--- src/rtl/counter_sched_pkg.sv ---
// Shared types for the counter scheduler: FSM state encoding and tick-rate select codes.
package counter_sched_pkg;

    typedef enum logic [1:0] {
        ST_IDLE  = 2'b00,
        ST_RUN   = 2'b01,
        ST_PAUSE = 2'b10,
        ST_DONE  = 2'b11
    } state_t;

    localparam logic [1:0] SPEED_CLK   = 2'b00;
    localparam logic [1:0] SPEED_BASE  = 2'b01;
    localparam logic [1:0] SPEED_BASE2 = 2'b10;
    localparam logic [1:0] SPEED_BASE4 = 2'b11;

endpackage

--- src/rtl/counter_sched_rate_divider.sv ---
// Tick divider: loadable down-counter that reloads on zero and emits a tick while running.
module rate_divider #(
    parameter int DIV_W = 28
) (
    input  logic             clock,
    input  logic             reset,
    input  logic             load,
    input  logic [DIV_W-1:0] load_val,
    input  logic             run,
    input  logic [DIV_W-1:0] reload_val,
    output logic             tick
);

    logic [DIV_W-1:0] count_q;

    always_ff @(posedge clock) begin
        if (reset) begin
            count_q <= '0;
        end else if (load) begin
            count_q <= load_val;
        end else if (run) begin
            if (count_q == '0) count_q <= reload_val;
            else               count_q <= count_q - DIV_W'(1);
        end
    end

    assign tick = run && (count_q == '0);

endmodule

--- src/rtl/counter_sched.sv ---
// Tick-paced 8-bit counter with start/pause/stop control and terminal-count Done pulse.
// Build option: COUNTER_SCHED_WRAP_EN makes the terminal count wrap to 0 and keep running.
//
// state    | meaning
// ST_IDLE  | stopped, count cleared, waiting for Start
// ST_RUN   | divider running, Enable ticks advance the count
// ST_PAUSE | divider and count frozen, Start resumes, Stop aborts
// ST_DONE  | terminal count reached, count held at Limit
module counter_sched
    import counter_sched_pkg::*;
#(
    parameter int BASE_DIV = 12_500_000,
    parameter int DIV_W    = 28
) (
    input  logic       clock,
    input  logic       reset,
    input  logic       start,
    input  logic       stop,
    input  logic [1:0] speed,
    input  logic [7:0] limit,
    output logic       enable,
    output logic [7:0] counter_value,
    output logic       busy,
    output logic       done
);

    state_t     state, state_next;
    logic [1:0] speed_q;
    logic [7:0] limit_q;
    logic [7:0] count_q;
    logic [7:0] count_inc;
    logic       done_q;
    logic       tick;
    logic       terminal;
    logic       launch;
    logic       clear;

    function automatic logic [DIV_W-1:0] period_m1(input logic [1:0] sel);
        case (sel)
            SPEED_CLK:   return '0;
            SPEED_BASE:  return DIV_W'(BASE_DIV - 1);
            SPEED_BASE2: return DIV_W'(2 * BASE_DIV - 1);
            default:     return DIV_W'(4 * BASE_DIV - 1);
        endcase
    endfunction

    rate_divider #(.DIV_W(DIV_W)) u_div (
        .clock      (clock),
        .reset      (reset),
        .load       (launch),
        .load_val   (period_m1(speed)),
        .run        (state == ST_RUN),
        .reload_val (period_m1(speed_q)),
        .tick       (tick)
    );

    // Limit 0 compares against 255, giving a full 256-tick run.
    assign terminal = tick && (count_q == (limit_q - 8'd1));

`ifdef COUNTER_SCHED_WRAP_EN
    assign count_inc = terminal ? 8'd0 : count_q + 8'd1;
`else
    assign count_inc = count_q + 8'd1;
`endif

    always_ff @(posedge clock) begin
        if (reset) state <= ST_IDLE;
        else       state <= state_next;
    end

    always_comb begin
        state_next = state;
        launch     = 1'b0;
        clear      = 1'b0;
        case (state)
            ST_IDLE: begin
                if (start && !stop) begin
                    state_next = ST_RUN;
                    launch     = 1'b1;
                end
            end
            ST_RUN: begin
`ifdef COUNTER_SCHED_WRAP_EN
                if (stop) state_next = ST_PAUSE;
`else
                // Completion takes priority so a run never pauses holding count == Limit.
                if (terminal)  state_next = ST_DONE;
                else if (stop) state_next = ST_PAUSE;
`endif
            end
            ST_PAUSE: begin
                if (stop) begin
                    state_next = ST_IDLE;
                    clear      = 1'b1;
                end else if (start) begin
                    state_next = ST_RUN;
                end
            end
            ST_DONE: begin
                if (stop) begin
                    state_next = ST_IDLE;
                    clear      = 1'b1;
                end else if (start) begin
                    state_next = ST_RUN;
                    launch     = 1'b1;
                end
            end
            default: state_next = ST_IDLE;
        endcase
    end

    always_ff @(posedge clock) begin
        if (reset) begin
            count_q <= '0;
            speed_q <= '0;
            limit_q <= '0;
            done_q  <= 1'b0;
        end else begin
            done_q <= terminal;
            if (launch) begin
                count_q <= '0;
                speed_q <= speed;
                limit_q <= limit;
            end else if (clear) begin
                count_q <= '0;
            end else if (tick) begin
                count_q <= count_inc;
            end
        end
    end

    assign enable        = tick;
    assign counter_value = count_q;
    assign busy          = (state == ST_RUN) || (state == ST_PAUSE);
    assign done          = done_q;

endmodule

--- config.mk ---
export PLATFORM = sky130hd
export DESIGN_NAME = counter_sched
export DESIGN_NICKNAME = d
export VERILOG_FILES = /design/src/rtl/counter_sched_pkg.sv /design/src/rtl/counter_sched_rate_divider.sv /design/src/rtl/counter_sched.sv
export SDC_FILE = /design/constraint.sdc
export NUM_CORES = 1
export LEC_CHECK = 0
export CORE_MARGIN = 10
export CORE_UTILIZATION = 60
export CTS_BUF_LIST = sky130_fd_sc_hd__clkbuf_8
export DETAILED_ROUTE_END_ITERATION = 16
export PLACE_DENSITY = 0.91
export SLEW_MARGIN = 20
export SYNTH_ARGS = -nofsm -noshare
export SYNTH_HDL_FRONTEND = slang
export SYNTH_SLANG_ARGS = --single-unit
export TNS_END_PERCENT = 100
--- constraint.sdc ---
create_clock -name clock -period 3.4 [get_ports clock]
set_clock_uncertainty 0.15 [all_clocks]
set_input_delay 0.51 -clock clock [delete_from_list [all_inputs] [get_ports clock]]
set_output_delay 0.51 -clock clock [all_outputs]
set_load 0.05 [all_outputs]
Yosys cells after proc, flatten, opt, wreduce, memory -nomap -nowiden
Cells that the tools add are included.
Storage, ports and cells
  flip-flop bits (word level): 49
  bits in latches: 0
  bits in writable memories: 0
  bits in read-only memories: 0
  word-level logic and storage cells: 50
  memories: 0
Operators by class
  $add $sub $neg: 3
  multipliers: 0
  div/mod/pow operators: 0
  order comparisons: 0
  equality and inequality tests: 11
  shifts and indexed selects: 0
  muxes and demuxes: 17
  bitwise operators: 0
  reductions and logical operators: 13
Operators by type and width (count)
  26-bit case mux with 3 select lines: 2
  28-bit two-way mux: 3
  28-bit logical NOT: 1
  28-bit by 1-bit subtractor with 28-bit output, second input constant: 1
  2-bit two-way mux: 5
  8-bit by 1-bit adder with 8-bit output, second input constant: 1
  2-bit == test, second input constant: 4
  8-bit == test: 1
  8-bit by 1-bit subtractor with 8-bit output, second input constant: 1
  2-bit by 1-bit == test with 1-bit output, second input constant: 3
  2-bit logical NOT: 3
  2-bit case mux with 3 select lines: 1
  1-bit two-way mux: 5
  1-bit logical AND: 3
  3-bit by 1-bit inequality test with 1-bit output, second input constant: 1
  3-bit inequality test, second input constant: 1
  3-bit AND reduction: 1
  3-bit OR reduction: 1
  2-bit inequality test, second input constant: 1
  1-bit case mux with 2 select lines: 1
  2-bit nonzero test: 1
  2-bit OR reduction: 1
  1-bit logical NOT: 1
  1-bit logical OR: 1

Depth between registers and ports, before layout
Gate-level depths: netlist of the first run.
  word-level depth: 5
  depth in mapped cells: 10

Cells and area by module
A second synthesis of the first run with hierarchy kept.
Unflattened totals
  cells, all modules: 443
  area, all modules: 3533.4 sq um
Modules (own cells, without submodules)
  rate_divider: instances 1, cells each 290, area an instance 2158.3 sq um
  counter_sched: instances 1, cells each 153, area an instance 1375.1 sq um

Worst setup path after synthesis of the first run
OpenSTA, ideal clock, no wires.
  path type: register -> output
  from: register state[1]
  to: output port enable
  data arrival time: 2632 ps
  data required time: 2740 ps
  path slack: 108 ps
  cell stages (with the launch flop): 7
  buffers on the path: 1
  cell sequence: dfxtp_1 > inv_1 > ha_1 > buf_2 > or4b_2 > or2_1 > nor3_1
Between the ends
  word-level cells in the longest chain between the ends: 2
Ends and longest elaborated chain
  start: declaration: line counter_sched.sv:27  | state_t state, state_next;
  start signal: assignment: line counter_sched.sv:68  | else state <= state_next;
  2-bit by 1-bit == test with 1-bit output: line counter_sched.sv:52  | .run (state == ST_RUN),
  1-bit logical AND: line counter_sched_rate_divider.sv:27  | assign tick = run && (count_q == '0);
  end: declaration: line counter_sched.sv:21  | output logic enable,
No other way between the ends.

Final worst setup path of the first run
Same ends and word-level chain as after synthesis.

==> results.toml, run 1 <==
[sta]
relSlewSlack = 0.5923
fmax_mhz = 321.5
fin_tns_setup_ns = 0
rsz0062_at_grt = "false"
setup-violations-final = 0
worst_pin_slew_ns = 0.6116
period_needed_ns = 3.110
post-route-period-util = 0.9147
hold_viol_final = 0
maxSlewViolCount = 0

[finish]
diodes = 0
fin_nets = 456
regArea_sq_um = 980.9
mostFrequentLayoutCells = "nor2_1 (49), dfxtp_1 (49), nand2_1 (43)"
drive_gt1_frac = 0.07981
fill_cells = 428
multi_input_area_sq_um = 2044
area_delta_synth_final_pct = 13.86

[hold_path]
min_path_type = "reg2reg"

[detailed_routing]
via_per_inst = 6.597
drtIter0Drc = 392
drc = 0
drtPass1Iterations = 7
wl_per_cell_um = 18.24
ant_nets = 0
drt-total-wl_mm = 9.046
route.vias.total = 3272

[synth]
synth_ff_type = "dfxtp_1"
synth_area_sq_um = 3151
ys_warn_count = 0
ys_async_sr_fraction = 0
syn-num-nets = 435
syn_inst = 404
yosys_register_bits = 49
yosysSeqAreaShare = 0.3114
synthDistinctLibCells = 65
synth.avg_cell_area_sq_um = 7.798
synth_edf_count = 0

[clock_tree]
cts_sinks = 49
cts.clk_slew.worst_paths_ns = 0.11
cts_setup_buffers = 0
h-tree-depth = 2
numCtsBuffers = 5
cts_root_buffer = "clkbuf_8"
clk_latency_ns = 0.32
cts_hold_buf = 0
cts_tree = "done"
cts.repair.resized = 0
clock_tree.buffer_depth = 2

[floorplan]
core_area_sq_um = 5107
initial_core_util = 0.6169
ios = 25
die_width_um = 92.46
die_area_sq_um = 8549
row_count = 26
fp.dieH_um = 92.46

[setup_path]
cp.required_ns = 2.74
critPathMaxStageDelay_ns = 0.64
arrival_ns = 2.45
crit_chain = "inv_1 > ha_1 > or4b_2 > or2_1 > nor3_1 > buf_12"
path_max_fanout = 4
end_kind = "output port"
slowest_stage = "or4b_2"
cp-start-kind = "flop"
worstSetupPathType = "reg2out"

[grt]
grt-ovfl-total = 0
antenna_found_initial = 0
grt_pass1_vias = 3233
grt_pass1_wl_mm = 15.35
grt_use_total = 0.2128
grt_max_degree = 19

[placed_design]
routabilityCongestion = 1.048
io_buffers = 24
dpl.hpwl_mm = 6.616

[pwr]
finalPower_uw = 3604
ir_worst_vdd_mv = 0.6521
leakage_uw = 0.001332
p_per_area_nw_per_um2 = 1005

[flow_run]
maxCapViolations = 0

[outcome]
outcome = "complete, no violations"
## final cells by class
type                       instances  share of cell area
multi-input combinational        323              0.5699
sequential                        49              0.2735
timing repair buffer              31             0.08441
tap                               70             0.02442
clock buffer                       5             0.01918
inverter                          15             0.01570
clock inverter                     3             0.01291
## sequential cells by signal, summed over array words and instances, names as in the netlist
signal	cells
counter_value	8
done	1
limit_q	8
speed_q	2
state	2
u_div.count_q	28
## path summary, 6_finish.rpt
path                                  startpoint  depth (start not counted)                end  slack (ns)
worst max register to register  u_div.count_q[0]                          8  u_div.count_q[24]        0.47
worst min register to register        limit_q[7]                          2         limit_q[7]        0.34
worst min-delay path                  limit_q[7]                          2         limit_q[7]        0.34
worst max-delay path                    state[1]                          6             enable        0.29
## power by group
group          internal [uW]  switching (uW)
combinational            804            1440
clock                    221             221
sequential               726             188
total                   1750            1850
## metal layers
metal	up-vias	part of all wire	GRT usage
li1	1518	-	-
met1	1489	0.40	0.2521
met2	206	0.46	0.3512
met3	59	0.088	0.04520
met4	0	0.045	0.1170
met5	-	0	0
## critical path, delay by kind of cell (launching register included)
family | cells | cell delay (ns)
AND/OR/NAND/NOR | 3 | 1.26
flip-flops | 1 | 0.36
buffers and inverters | 2 | 0.31
adder cells (fa/ha/maj) | 1 | 0.21
## synthesized netlist by cell type, drive strengths merged, types with 4 or more instances
library cell	count	area share
a21o	5	0.012
ha	17	0.068
nand4	4	0.0099
inv	15	0.018
xnor2	12	0.033
o21ai	19	0.030
xor2	7	0.019
a31oi	4	0.0079
nor4	15	0.039
o31ai	5	0.014
nor2	49	0.058
dfxtp	49	0.31
a211oi	6	0.014
clkbuf	13	0.015
nor3	30	0.051
nand2	43	0.051
nand3	13	0.022
a21oi	31	0.049
buf	4	0.0064
## cell families after synthesis
| logic type | after synthesis | share of synthesized area |
|---|---|---|
| AOI/OAI and AO/OA | 107 | 0.2315 |
| xor gates and xnor gates | 19 | 0.05282 |
| adders and majority gates | 17 | 0.06751 |
| buffers and inverters | 32 | 0.03971 |
| DFF | 49 | 0.3114 |
| muxes | 2 | 0.006355 |
| and+or+nand+nor | 178 | 0.2907 |
## stage by stage
step | utilization | setup WS [ns] | area [sq um] | hold WS [ns] | std cells
finish | 0.7024 | 0.2899 | 3587 | 0.3398 | 496
global placement | 0.6798 | 0.5742 | 3472 | 0.3173 | 488
global route | 0.7024 | 0.1371 | 3587 | 0.3711 | 496
CTS | 0.7024 | 0.3015 | 3587 | 0.3382 | 496
detailed placement | 0.6798 | 0.4965 | 3472 | 0.3240 | 488
floorplan | - | 0.1077 | 3151 | 0.2996 | 404
(Power assumes the default switching activity.)
==> inputs of run 2 (changes only) <==
CORE_ASPECT_RATIO = 1.2   (was default)
==> run 2 against run 1 <==
  * Clock-buffer cell count is 1 higher
  * Sequential power hardly changed
  * Clock power is 3% lower
  * Combinational power is 2% higher
  * Worst setup slack worse by 0.14 ns
  * Non-clock buffer count is 3 higher
  * Register-to-register slack worse by 0.25 ns
  * Largest cell class unchanged
==> results.toml, run 2 (synthesized netlist as in run 1, its figures left out) <==
[floorplan]
die_area_sq_um = 8562
row_count = 28
ios = 25
fp.dieH_um = 99.38
die_width_um = 86.15
core_area_sq_um = 5010
initial_core_util = 0.6289

[flow_run]
maxCapViolations = 0

[sta]
fmax_mhz = 307.4
relSlewSlack = 0.2299
rsz0062_at_grt = "false"
period_needed_ns = 3.253
maxSlewViolCount = 0
setup-violations-final = 0
hold_viol_final = 0
worst_pin_slew_ns = 1.148
fin_tns_setup_ns = 0
post-route-period-util = 0.9567

[clock_tree]
numCtsBuffers = 5
cts_root_buffer = "clkbuf_8"
h-tree-depth = 2
cts.clk_slew.worst_paths_ns = 0.09
cts_setup_buffers = 0
clock_tree.buffer_depth = 2
cts_sinks = 49
clk_latency_ns = 0.30
cts.repair.resized = 0
cts_hold_buf = 0
cts_tree = "done"

[finish]
area_delta_synth_final_pct = 14.22
largest_reg_flops = 28
diodes = 0
mostFrequentLayoutCells = "nor2_1 (49), dfxtp_1 (49), nand2_1 (43)"
fin_nets = 459
drive_gt1_frac = 0.08392
utilization = 0.7183
largest_register = "u_div.count_q"
layoutNonFillerInstCount = 489

[setup_path]
cp-start-kind = "flop"
end_kind = "output port"
crit_chain = "inv_1 > ha_1 > or4b_2 > or2_1 > nor3_1 > buf_12"
path_buf_inv = 2
cp.required_ns = 2.74
arrival_ns = 2.59
path_max_fanout = 10
critPathMaxStageDelay_ns = 0.66
slowest_stage = "or4b_2"
worstSetupPathType = "reg2out"
reg2reg_slack_ns = 0.22
crit_family = "simple AND/OR/NAND/NOR gates"

[pwr]
finalPower_uw = 3634
leakage_uw = 0.001355
ir_worst_vdd_mv = 0.6031
p_per_area_nw_per_um2 = 1010

[placed_design]
dp_cells = 481
dpl.hpwl_mm = 6.845
io_buffers = 24
routabilityCongestion = 0.9935

[grt]
antenna_found_initial = 0
grt_use_total = 0.2046
grt_max_degree = 17
grt-ovfl-total = 0
grt_pass1_vias = 3049
grt_pass1_wl_mm = 14.79

[detailed_routing]
drtPass1Iterations = 7
wl_per_cell_um = 18.75
ant_nets = 0
route.vias.total = 3275
drt-total-wl_mm = 9.169
via_per_inst = 6.697
drtIter0Drc = 424
drc = 0

[outcome]
outcome = "complete, no violations"

[hold_path]
min_path_type = "reg2reg"
[run 2: power breakdown]
group | switching [uW] | leakage (uW) | internal (uW)
combinational | 1460 | 0.000893 | 834
sequential | 187 | 0.000399 | 726
clock | 190 | 0.0000626 | 237
[run 2: layer usage]
metal | share of wire | up-vias | global-route usage
met2 | 0.49 | 193 | 0.3633
met4 | 0.032 | 0 | 0.07614
met1 | 0.38 | 1512 | 0.2333
met3 | 0.092 | 45 | 0.04000
li1 | - | 1525 | -
met5 | 0 | - | 0
[run 2: worst paths after layout]
check / start / depth (start not counted) / end
setup / recovery: state[1] / 6 / enable
hold / removal: u_div.count_q[12] / 1 / u_div.count_q[12]
setup reg to reg: u_div.count_q[0] / 7 / u_div.count_q[2]
hold reg to reg: u_div.count_q[12] / 1 / u_div.count_q[12]
[run 2: layout make-up]
cell class                 instances  area (sq um)
clock inverter                     2         33.78
timing repair buffer              34         325.3
multi-input combinational        323          2044
sequential                        49         980.9
fill                             395          1411
inverter                          15         56.30
tap                               60         75.07
clock buffer                       6         82.58
[run 2: through the flow]
stage | setup WS (ns) | instance area [sq um] | hold slack, ns
CTS | 0.1912 | 3598 | 0.3556
detailed placement | 0.3912 | 3482 | 0.3342
global placement | 0.5185 | 3482 | 0.3288
global route | 0.03912 | 3598 | 0.3704
floorplan | 0.1077 | 3151 | 0.2996
finish | 0.1473 | 3598 | 0.3571
[run 2: worst reg2reg max path: cells and delay by family, from the launching register on]
kind,cells,cell delay [ns]
buf+inv,1,0.12
flops,1,0.36
simple gates,2,0.87
fa+ha+maj,1,0.17
compound gates,3,1.41
==> inputs of run 3 (changes only) <==
ABC_AREA = 1   (was default)
PLACE_DENSITY = 0.9   (was 0.91)
==> run 3 against run 2 <==
  * Cell count rose by 34%
  * Non-clock buffer count fell by 8
  * Clock power fell by 20%
  * Routed wire length rose by 0.58%
  * Synthesized cell count rose by 36%
  * Sequential power rose by 5.5%
  * Area after synthesis rose by 12%
  * Worst hold slack got worse by 0.0048 ns
  * Critical path depth rose by 3
  * Combinational power rose by 18%
  * Via count rose by 9.7%
  * Critical path type unchanged
==> results.toml, run 3 <==
[setup_path]
worst_r2r_startpoint = "state[0]"
worstSetupPathType = "reg2out"
end_kind = "output port"
path_max_fanout = 4
arrival_ns = 2.38
cp-start-kind = "flop"
timing.rr.end = "u_div.count_q[4]"
rr_worst_depth = 10
reg2reg_slack_ns = 0.62
cp.required_ns = 2.74
cp-startpoint = "u_div.count_q[0]"

[detailed_routing]
drtIter0Drc = 295
drc = 0
via_per_inst = 5.504
drtPass1Iterations = 7
wl_per_cell_um = 14.12
route.vias.total = 3594
ant_nets = 0
drt-total-wl_mm = 9.222

[synth]
synth_edf_count = 0
synth.avg_cell_area_sq_um = 6.414
yosysSeqAreaShare = 0.2791
yosys.area.top_type = "dfxtp_1"
ys_async_sr_fraction = 0
synth_top_area_frac = 0.2791
synthDistinctLibCells = 32
syn-num-nets = 579
yosys_register_bits = 49
synth_most_common_cell = "nand2_1"
synth_area_sq_um = 3515
ys_warn_count = 0
syn_inst = 548
synth_common_cells = "nand2_1 (128), nor2_1 (61), inv_1 (59), dfxtp_1 (49), nand3_1 (39)"
synth_ff_type = "dfxtp_1"
yosys-top-cells-area = "dfxtp_1 (28%), nand2_1 (14%), nor2_1 (6.5%)"

[hold_path]
worstHoldPathCells = 2
min-delay-start = "u_div.count_q[27]"
hold-path-endpoint = "u_div.count_q[27]"
min_path_type = "reg2reg"

[finish]
area_delta_synth_final_pct = 11.39
fin_nets = 603
diodes = 0
stdcell_area_sq_um = 3915
drive_gt1_frac = 0.1187
mostFrequentLayoutCells = "nand2_1 (128), nor2_1 (61), inv_1 (61)"
layout_commonest_cell = "nand2_1"
layoutNonFillerInstCount = 653
largest_register = "u_div.count_q"
largest_reg_flops = 28
utilization = 0.6907

[pwr]
internal_power_uw = 1799
p_per_area_nw_per_um2 = 1025
ir_worst_vdd_mv = 0.7775
pwr-share-comb = 0.674
leakage_uw = 0.001862
sequentialPowerShare = 0.240
p_sw_uw = 2215
swShare = 0.5518
clkPwrFrac = 0.086

[clock_tree]
h-tree-depth = 2
cts_root_buffer = "clkbuf_8"
cts_hold_buf = 0
numCtsBuffers = 5
cts_setup_buffers = 0
cts_tree = "done"
cts.clk_slew.worst_paths_ns = 0.09
clk_latency_ns = 0.31
cts.repair.resized = 0
cts_sinks = 49
clock_tree.buffer_depth = 2

[sta]
setup-violations-final = 0
hold_viol_final = 0
holdWs_ns = 0.3523
relSlewSlack = 0.3914
rsz0062_at_grt = "false"
fin_tns_setup_ns = 0
maxSlewViolCount = 0
post-route-period-util = 0.8939
worst_pin_slew_ns = 0.9119
period_needed_ns = 3.039
fmax_mhz = 329.0

[placed_design]
dpl.hpwl_mm = 7.213
postPlaceCellArea_sq_um = 3831
dp_cells = 645
routabilityCongestion = 0.9802
io_buffers = 24

[floorplan]
die_area_sq_um = 9332
ios = 25
fp.dieH_um = 103.8
initial_core_util = 0.6201
core_area_sq_um = 5668
row_count = 30
die_width_um = 89.87

[grt]
grt_use_total = 0.1922
antenna_found_initial = 0
grt_pass1_vias = 3464
use_met3 = 0.03610
use_met2 = 0.3499
grt_max_degree = 33
busiest_layer = "met2"
met1_usage = 0.2029
grt_pass1_wl_mm = 15.41
grt-ovfl-total = 0

[flow_run]
maxCapViolations = 0

[outcome]
outcome = "complete, no violations"
-- run 3: cell count changes after synthesis, moves of 11 or more --
cell     previous run  this run
nand2_1            43       128
inv_1              15        59
nand3_1            12        39
nor3_1             29         5
inv_2               0        22
o21ai_0            18        33
nor2_2              0        14
nor2_1             49        61
nor4_1             12         1
-- run 3: worst max-delay path by stage --
stage	endpoint	depth (start not counted)	slack [ns]
after global placement	u_div.count_q[3]	11	0.58
after global routing	enable	9	0.22
final	enable	9	0.36
after CTS	enable	9	0.35
after floorplan	u_div.count_q[11]	11	1.15
after detailed placement	u_div.count_q[4]	11	0.50
-- run 3: final cells by class --
| type | instances | area [sq um] |
|---|---|---|
| well taps | 80 | 100.1 |
| clock inverters | 3 | 15.01 |
| multi-input cells | 409 | 2191 |
| clock buffers | 5 | 68.82 |
| fillers | 511 | 1753 |
| flip-flops and latches | 49 | 980.9 |
| repair buffers | 26 | 255.2 |
| inverters | 81 | 304.0 |
-- run 3: kinds of logic (layout without fill, tap and decap cells) --
| group | Yosys count | count (layout) | share of synthesized area |
|---|---|---|---|
| AO/OA/AOI/OAI | 93 | 93 | 0.1463 |
| XOR/XNOR | 21 | 21 | 0.05233 |
| adder cells (fa/ha/maj) | 17 | 17 | 0.06052 |
| buffers and inverters | 90 | 115 | 0.09754 |
| AND/OR/NAND/NOR | 278 | 278 | 0.3642 |
| flip-flops | 49 | 49 | 0.2791 |
-- run 3: per-layer routing --
metal | wire length [um] | vias up
met3 | 472 | 43
met1 | 3637 | 1609
met2 | 4712 | 140
li1 | - | 1802
met5 | 0 | -
met4 | 399 | 0
-- run 3: power by group through the flow --
stage	sequential (uW)	combinational, uW	clock (uW)
2_1_floorplan	920	2140	0
3_3_place_gp	964	2580	0
3_5_place_dp	969	2650	0
4_1_cts	958	2670	347
5_1_grt	990	3010	367
6_report	964	2710	344
-- run 3: worst max-delay path: stages (launching register included) --
cell and delay, ns:
dfxtp_1 0.34, inv_1 0.10, ha_1 0.21, inv_1 0.06, nor2_1 0.10, nand2_1 0.07, nor2_2 0.17, nand3_2 0.15
inv_1 0.07, clkdlybuf4s50_1 0.80
-- run 3: through the flow --
step	total power [uW]	setup WS [ns]
finish	4014	0.3608
global route	4370	0.2188
CTS	3971	0.3454
detailed placement	3621	0.5043
global placement	3548	0.5832
floorplan	3055	1.149
